--- config.mk ---
export PLATFORM = sky130hd
export DESIGN_NAME = pipelined_imem_sync
export DESIGN_NICKNAME = d
export VERILOG_FILES = /design/src/rtl/pipelined_imem_sync.sv
export SDC_FILE = /design/constraint.sdc
export NUM_CORES = 1
export LEC_CHECK = 0
export ABC_AREA = 1
export CAP_MARGIN = 20
export CORE_AREA = 5 5 319 321
export DETAILED_ROUTE_END_ITERATION = 16
export DIE_AREA = 0 0 324 326
export HOLD_SLACK_MARGIN = 0.03
export MAX_ROUTING_LAYER = met4
export PLACE_DENSITY_LB_ADDON = 0.2
export SYNTH_ARGS = -nofsm -noshare
export SYNTH_HDL_FRONTEND = slang
export SYNTH_SLANG_ARGS = --single-unit
--- constraint.sdc ---
create_clock -name Clk -period 3.1 [get_ports Clk]
set_clock_uncertainty 0.05 [all_clocks]
set_input_delay 0.62 -clock Clk [delete_from_list [all_inputs] [get_ports Clk]]
set_output_delay 0.62 -clock Clk [all_outputs]
set_load 0.005 [all_outputs]
--- src/rtl/pipelined_imem_sync.sv ---
// rtl/pipelined_imem_sync.sv - synchronous-read instruction memory with loader port, clear sweep and fetch control
module pipelined_imem_sync #(
    parameter int          ADDR_W = 5,
    parameter logic [31:0] NOP    = 32'h00000000
) (
    input  logic              Clk,
    input  logic              Rst,
    input  logic              Ld_We,
    input  logic [ADDR_W-1:0] Ld_Addr,
    input  logic [31:0]       Ld_Data,
    input  logic              Fetch_Req,
    input  logic              Stall,
    input  logic              Flush,
    input  logic [31:0]       Addr,
    output logic              Ready,
    output logic              Inst_Valid,
    output logic [31:0]       Inst,
    output logic [31:0]       Inst_Addr,
    output logic [1:0]        Fault
);
    localparam int DEPTH = 2 ** ADDR_W;

    typedef enum logic {S_CLEAR, S_RUN} state_t;

    state_t            state_q, state_d;
    logic [ADDR_W-1:0] clr_ptr_q, clr_ptr_d;
    logic              valid_q, valid_d;
    logic [31:0]       inst_q, inst_d;
    logic [31:0]       inst_addr_q, inst_addr_d;
    logic [1:0]        fault_q, fault_d;

    logic [31:0]       mem [DEPTH];
    logic              mem_we;
    logic [ADDR_W-1:0] mem_waddr;
    logic [31:0]       mem_wdata;

    logic              mis, oor;
    logic [ADDR_W-1:0] fetch_idx;
    logic [31:0]       rd_word;

    assign mis       = |Addr[1:0];
    assign oor       = |Addr[31:ADDR_W+2];
    assign fetch_idx = Addr[ADDR_W+1:2];
    // Read sampled before this edge's write lands, giving read-before-write on collisions.
    assign rd_word   = mem[fetch_idx];

    always_comb begin
        state_d     = state_q;
        clr_ptr_d   = clr_ptr_q;
        valid_d     = valid_q;
        inst_d      = inst_q;
        inst_addr_d = inst_addr_q;
        fault_d     = fault_q;
        mem_we      = 1'b0;
        mem_waddr   = Ld_Addr;
        mem_wdata   = Ld_Data;
        case (state_q)
            S_CLEAR: begin
                mem_we    = 1'b1;
                mem_waddr = clr_ptr_q;
                mem_wdata = NOP;
                clr_ptr_d = clr_ptr_q + 1'b1;
                if (clr_ptr_q == ADDR_W'(DEPTH - 1)) begin
                    state_d = S_RUN;
                end
            end
            S_RUN: begin
                mem_we = Ld_We;
                if (Flush) begin
                    valid_d = 1'b0;
                    inst_d  = NOP;
                    fault_d = 2'b00;
                end else if (Stall) begin
                    valid_d = valid_q;
                end else if (Fetch_Req) begin
                    valid_d     = 1'b1;
                    inst_addr_d = Addr;
                    fault_d     = {oor, mis};
                    inst_d      = (oor || mis) ? NOP : rd_word;
                end else begin
                    valid_d = 1'b0;
                    inst_d  = NOP;
                    fault_d = 2'b00;
                end
            end
            default: state_d = S_CLEAR;
        endcase
    end

    always_ff @(posedge Clk) begin
        if (Rst) begin
            state_q     <= S_CLEAR;
            clr_ptr_q   <= '0;
            valid_q     <= 1'b0;
            inst_q      <= NOP;
            inst_addr_q <= 32'h0;
            fault_q     <= 2'b00;
        end else begin
            state_q     <= state_d;
            clr_ptr_q   <= clr_ptr_d;
            valid_q     <= valid_d;
            inst_q      <= inst_d;
            inst_addr_q <= inst_addr_d;
            fault_q     <= fault_d;
        end
    end

    // Array has no reset; the CLEAR sweep is its only initialisation.
    always_ff @(posedge Clk) begin
        if (mem_we && !Rst) begin
            mem[mem_waddr] <= mem_wdata;
        end
    end

    assign Ready      = (state_q == S_RUN);
    assign Inst_Valid = valid_q;
    assign Inst       = inst_q;
    assign Inst_Addr  = inst_addr_q;
    assign Fault      = fault_q;
endmodule

# Yosys cells after proc, flatten, opt, wreduce, memory -nomap -nowiden
# Memory sizes are Yosys's and may differ from the RTL's.
# Index checks and enable logic that the tools add are counted.
word_totals:
  in_bits: 75
  mem_count: 1
  ram_bits: 1024
  out_inout_bits: 68
  word_cells: 37
  regBits: 73
memory_table:
  columns: ["memory", "depth", "width", "read_ports", "rd_clocked_by_memory_dff", "wr", "line_no", "source"]
  rows:
  - ["mem", 32, 32, 1, 0, 1, "32", "logic [31:0] mem [DEPTH];"]
classes:
  eq_ne: 2
  n_reduce_logical: 7
  bitwise_logic: 3
  muxes: 17
  n_addsub: 1
op_table:
  columns: ["cell", "n"]
  rows:
  - ["$mux 32", 5]
  - ["$reduce_or 25->1", 1]
  - ["$mux 1", 7]
  - ["$mux 2", 3]
  - ["$add 5x1->5 const B", 1]
  - ["$eq 5x5->1 const B", 1]
  - ["$mux 5", 1]
  - ["$reduce_and 4->1", 1]
  - ["$not 1->1", 3]
  - ["$ne 2x1->1 const B", 1]
  - ["$pmux 1 s2", 1]
  - ["$reduce_and 2->1", 1]
  - ["$reduce_or 2->1", 1]
  - ["$logic_and 1x1->1", 1]
  - ["$logic_not 1->1", 1]
  - ["$logic_or 1x1->1", 1]

# Logic depth before layout (Yosys ltp)
# Gate-level depths: netlist of run 1.
depth:
  depth_word: 6
  mapped_depth: 12

# Least setup slack after synthesis of run 1
# OpenSTA, ideal clock, no wires.
synth_path:
  path_type: "input to register"
  startpoint: "input Ld_Addr[3]"
  endpoint: "memory mem[0][0], enable pin"
  slack_ps: -66
  n_path_buf: 0
  stages: 6
  setup_time_ps: 421
  arrival_ps: 2695
  t_required_ps: 2629
  path_cell_list: "or2_2 -> o21ai_0 -> inv_1 -> nor2_1 -> nand2_1 -> nor2_1"
synth_via:
  elab_chain_cells: 1
synth_lines:
  columns: ["item", "line_no", "source"]
  rows:
  - ["from (decl)", "9", "input logic [ADDR_W-1:0] Ld_Addr,"]
  - ["$mux 5", "57", "case (state_q)"]
  - ["to (decl)", "32", null]
# No other way between the ends.

# Worst setup path after layout of run 1
layout_path:
  startpoint: "register state_q (netlist: Ready)"
  endpoint: "output Ready"
layout_rtl:
  columns: ["item", "line_no", "source"]
  rows:
  - ["from (decl)", "25", "state_t state_q, state_d;"]
  - ["from (signal assigned)", "99", "state_q <= state_d;"]
  - ["to (decl)", "15", "output logic Ready,"]
# No word-level cell between the ends.

==> results of run 1 <==
-- worst max-delay path: stages (launching register included) --
cell             delay (ps)
dfxtp_2                 320
buf_4                   440
clkdlybuf4s50_1         600
-- Yosys cell counts (all sizes together) --
cell	number
xor2	1
nand4	2
and3	1
dfxtp	73
clkbuf	38
o21a	2
edfxtp	1024
a211oi	7
or2	2
o21ai	5
buf	207
nor2	63
ha	2
nand3	935
a21oi	64
nand2	1287
inv	51
nor3	5
-- stage by stage --
| stage | util, % | hold WS (ps) | total power, mW | setup TNS [ps] |
|---|---|---|---|---|
| floorplan | - | 400.5 | 17.41 | -42170 |
| global placement | 48.70 | 398.2 | 18.06 | 0 |
| detailed placement | 48.70 | 403.3 | 18.07 | 0 |
| CTS | 52.26 | 390.3 | 30.99 | 0 |
| global route | 52.26 | 426.4 | 31.77 | 0 |
| finish | 52.26 | 408.5 | 30.76 | 0 |
-- sequential cells by signal, indices dropped and copies added (netlist names) --
signal / cells
Inst_Addr: 32
Inst: 32
Ready: 1
mem: 1024
clr_ptr_q: 5
Inst_Valid: 1
Fault: 2
-- metal layers --
layer  global-route usage [%]  wire length [um]
met1                    32.84             52630
met2                    36.92             57810
met3                    3.622              9480
met4                    5.762              2567
met5                        -                 0
-- worst min path at each step --
stage / cells past startpoint / endpoint / slack [ps]
final: 2 / Inst_Addr[24] / 410
after global routing: 2 / Inst[9] / 430
after CTS: 4 / Inst[20] / 390
after detailed placement: 2 / Inst_Addr[27] / 400
after global placement: 2 / Inst_Addr[13] / 400
after floorplan: 2 / clr_ptr_q[4] / 400
-- power by group --
group	switching [mW]	internal, mW	total, mW
Clock	5.49	7.50	13.0
Combinational	1.16	0.537	1.70
Sequential	0.0206	16.0	16.1
Total	6.68	24.1	30.8
-- layout make-up --
class / instances / area [um^2]
Fill cell: 8520 / 47260
Sequential cell: 1097 / 32210
Multi-Input combinational cell: 2376 / 10510
Timing Repair Buffer: 321 / 3640
Clock buffer: 151 / 3040
Tap cell: 1298 / 1624
Clock inverter: 55 / 479.2
Inverter: 51 / 221.5
-- kinds of logic after synthesis --
family,after synthesis,share of synthesized area (%)
DFF,1097,73.09
buffers and inverters,296,3.648
AOI/OAI and AO/OA,78,0.9369
adders and majority gates,2,0.05677
xor gates and xnor gates,1,0.01988
and+or+nand+nor,2295,22.25
==> flow_summary.json, run 1 <==
{
  "outcome": "complete, no violations",
  "antenna_found_initial": 1,
  "grt_pass1_vias": 28190,
  "synth.distinct_cells": 25,
  "drt_iter0_drc": 3132,
  "cts_setup_buffers": 0,
  "cellPowerDensity_nw_per_um2": 594.6,
  "fin_area_um2": 51730,
  "area_growth_syn_to_layout_pct": 17.37,
  "post_dp_cell_area_um2": 48210,
  "cts-root-buf": "clkbuf_16",
  "start_kind": "register",
  "worstPathRequired_ps": 2430,
  "finalHoldViolCount": 0,
  "io_buffers": 142,
  "final_cell_mix": "nand2_1 (1287), edfxtp_1 (1024), nand3_1 (935), clkdlybuf4s50_1 (136), clkbuf_16 (113)",
  "cts_resized": 0,
  "clk_pin_slew_ps": 60,
  "grt_pass1_wl_um": 182000,
  "worstPathArrival_ps": 2040,
  "ant_nets": 0,
  "grtUsageTotal_pct": 23.57,
  "overflow": 0,
  "seq_area_frac_synth_pct": 73.09,
  "slew_viol_final": 0,
  "final.min_clock_period_ps": 2710,
  "synth_cells": 3769,
  "dp_hpwl_um": 73770,
  "gp_congestion": 0.8119,
  "cts_made_buffers": 111,
  "holdCritStartpoint": "Inst_Addr[24]",
  "ir_drop_v": 0.0004204,
  "final_layout_size_suffix_gt1_share_pct": 9.504,
  "ys_warn_count": 0,
  "syn_area_per_cell_um2": 11.69,
  "p_leak_nw": 18.48,
  "reg2reg_depth": 7,
  "nets": 4035,
  "firstDrtPassIters": 6,
  "post-route-period-util_pct": 87.43,
  "worst-path-max-fanout": 48,
  "synth_top_area_share_pct": 69.77,
  "io_pins": 143,
  "slew_headroom_pct": 38.48,
  "r2r_end": "mem[24][2]",
  "syn-num-nets": 3846,
  "core-area_um2": 98980,
  "hold_buffers": 0,
  "die_area_um2": 105600,
  "min_path_type": "register to register",
  "rows": 116,
  "via_count": 29460,
  "worstSetupEndpoint": "Ready",
  "viasPerCell": 5.508,
  "n_antenna_cell": 0,
  "insertion_delay_ps": 680,
  "die_h_um": 326,
  "grt_max_degree": 105,
  "finalSetupViolations": 0,
  "fp.dieW_um": 324,
  "stdcell_count": 5349,
  "setup_ws_ps": 389.8,
  "yosysTopAreaCell": "edfxtp_1",
  "totalWireLength_um": 122500,
  "r2r-start": "Ready",
  "rsz0062_at_grt": "no",
  "htreeDepth": 3,
  "maxCapViolCount": 0,
  "ctsLongestPathBuffers": 3,
  "worst-r2r-setup-slack_ps": 600,
  "cts_tree": "done",
  "end_kind": "output pin",
  "critPathLaunch": "Ready",
  "netlist_area_um2": 44070,
  "max_clock_freq_mhz": 369.0,
  "cts_sinks": 1097,
  "synthTopCellsByArea": "edfxtp_1 (70%), nand2_1 (11%), nand3_1 (11%)",
  "place_ws_ps": 140.5,
  "critPathKind": "register to output pin",
  "place_inst": 5143,
  "drc": 0,
  "worstMarginPinSlew_ps": 922.8,
  "wl_per_cell_um": 22.90,
  "layout_commonest_cell": "nand2_1",
  "start_util_pct": 44.52,
  "ys_ff_latch": 1097
}
(Power assumes the default switching activity.)
==> run 2, diff against run 1 <==
--- a/config.mk
+++ b/config.mk
@@ -7,9 +7,9 @@
 export LEC_CHECK = 0
 export ABC_AREA = 1
 export CAP_MARGIN = 20
-export CORE_AREA = 5 5 319 321
+export CORE_AREA = 4 4 318 320
 export DETAILED_ROUTE_END_ITERATION = 16
-export DIE_AREA = 0 0 324 326
+export DIE_AREA = 0 0 322 324
 export HOLD_SLACK_MARGIN = 0.03
 export MAX_ROUTING_LAYER = met4
 export PLACE_DENSITY_LB_ADDON = 0.2
==> run 2 against run 1 <==
  * Non-clock buffer count grew 11
  * Die area shrank 1.2%
  * Sequential power is essentially flat
  * Wire length grew 1.4%
  * Sequential share of layout area shrank 0.30 points
  * Combinational power is essentially flat
  * Critical path depth is the same
==> flow_summary.json, run 2 (synthesis gave the netlist of run 1 again) <==
{
  "outcome": "complete, no violations",
  "worstPathCellList": "buf_4, clkdlybuf4s50_1",
  "start_kind": "register",
  "max_stage_delay_ps": 560,
  "power.total_mw": 30.67,
  "worstPathRequired_ps": 2430,
  "core-area_um2": 98130,
  "gp_congestion": 0.8710,
  "io_buffers": 142,
  "fillCellCount": 8386,
  "final-seq-area_um2": 32210,
  "crit_path_top_delay_cell": "clkdlybuf4s50_1",
  "max_clock_freq_mhz": 395.7,
  "largest_register_ffs": 1024,
  "fin_setup_tns_ps": 0,
  "multi_input_comb_area_um2": 10510,
  "hold_buffers": 0,
  "grtUsageMet2_pct": 39.38,
  "drc": 0,
  "via_count": 29470,
  "worstPathArrival_ps": 1860,
  "io_pins": 143,
  "nets": 4046,
  "finalSetupViolations": 0,
  "rows": 115,
  "cts_resized": 0,
  "gr-usage-met3_pct": 3.581,
  "cts_tree": "done",
  "ir_drop_v": 0.0004229,
  "n_antenna_cell": 0,
  "die_area_um2": 104300,
  "worst-path-max-fanout": 21,
  "p_leak_nw": 18.49,
  "area_growth_syn_to_layout_pct": 17.93,
  "cellPowerDensity_nw_per_um2": 590.2,
  "place_ws_ps": 106.2,
  "slew_viol_final": 0,
  "place_inst": 5143,
  "cts_setup_buffers": 0,
  "maxCapViolCount": 0,
  "grt_pass1_vias": 28340,
  "antenna_found_initial": 0,
  "ant_nets": 0,
  "end_kind": "output pin",
  "hold_slack_ps": 407.7,
  "cts_sinks": 1097,
  "clk_pin_slew_ps": 60,
  "grtUsageTotal_pct": 24.49,
  "final_layout_size_suffix_gt1_share_pct": 9.724,
  "final_cell_mix": "nand2_1 (1287), edfxtp_1 (1024), nand3_1 (935), clkdlybuf4s50_1 (136), clkbuf_16 (113)",
  "stdcell_count": 5349,
  "finalHoldViolCount": 0,
  "layout_commonest_cell": "nand2_1",
  "critPathKind": "register to output pin",
  "wl_per_cell_um": 23.23,
  "setup_ws_ps": 572.6,
  "overflow": 0,
  "cts-root-buf": "clkbuf_16",
  "path_delay_family": "buffers and inverters",
  "drt_iter0_drc": 3003,
  "dp_hpwl_um": 75710,
  "grt_pass1_wl_um": 184200,
  "post_dp_cell_area_um2": 48460,
  "viasPerCell": 5.510,
  "path_buf_inv": 2,
  "die_h_um": 324,
  "top_register": "mem",
  "min_path_type": "register to register",
  "htreeDepth": 3,
  "worstMarginPinSlew_ps": 902.3,
  "fin_area_um2": 51970,
  "fp.dieW_um": 322,
  "firstDrtPassIters": 6,
  "grt-busiest-layer": "met2",
  "ctsLongestPathBuffers": 3,
  "cts_made_buffers": 111,
  "fin_util_pct": 52.96,
  "final.min_clock_period_ps": 2527,
  "start_util_pct": 44.91,
  "post-route-period-util_pct": 81.53,
  "met1_usage_pct": 32.59,
  "insertion_delay_ps": 710,
  "rsz0062_at_grt": "no",
  "totalWireLength_um": 124200,
  "slew_headroom_pct": 39.84,
  "grt_max_degree": 120
}
[run 2: cell types whose count changed in the layout (fill, tap and decap cells not counted), sizes merged]
cell | before | now
buf | 185 | 196
clkinv | 42 | 47
clkbuf | 151 | 153
bufinv | 8 | 5
inv | 53 | 47
clkinvlp | 3 | 5
[run 2: tightest hold or removal path, stage by stage (launching register included)]
cell and delay [ps]:
dfxtp_1 310, nand2_1 60, a21oi_1 50
[run 2: area by class of cell]
| class | instances | share of cell area (%) |
|---|---|---|
| flip-flops and latches | 1097 | 61.98 |
| well taps | 1287 | 3.098 |
| inverters | 51 | 0.4261 |
| clock buffers | 153 | 5.806 |
| clock inverters | 53 | 0.9509 |
| repair buffers | 332 | 7.523 |
| multi-input cells | 2376 | 20.22 |
[run 2: power by group]
part | switching [mW] | total [mW] | internal (mW)
Combinational | 1.17 | 1.73 | 0.558
Clock | 5.63 | 12.9 | 7.26
Sequential | 0.0212 | 16.1 | 16.0
Total | 6.82 | 30.7 | 23.9
[run 2: final timing paths]
| check | startpoint | end | slack (ps) | depth (start not counted) |
|---|---|---|---|---|
| setup reg to reg | Ready | mem[11][0] | 720 | 10 |
| hold reg to reg | Inst_Addr[30] | Inst_Addr[30] | 410 | 2 |
| hold / removal | Inst_Addr[30] | Inst_Addr[30] | 410 | 2 |
| setup / recovery | Ready | Ready | 570 | 2 |
[run 2: layer usage]
layer | vias up | part of all wire [%]
met5 | - | 0
met4 | 0 | 2.8
met3 | 171 | 7.1
met2 | 1156 | 48
met1 | 14490 | 42
li1 | 13650 | -
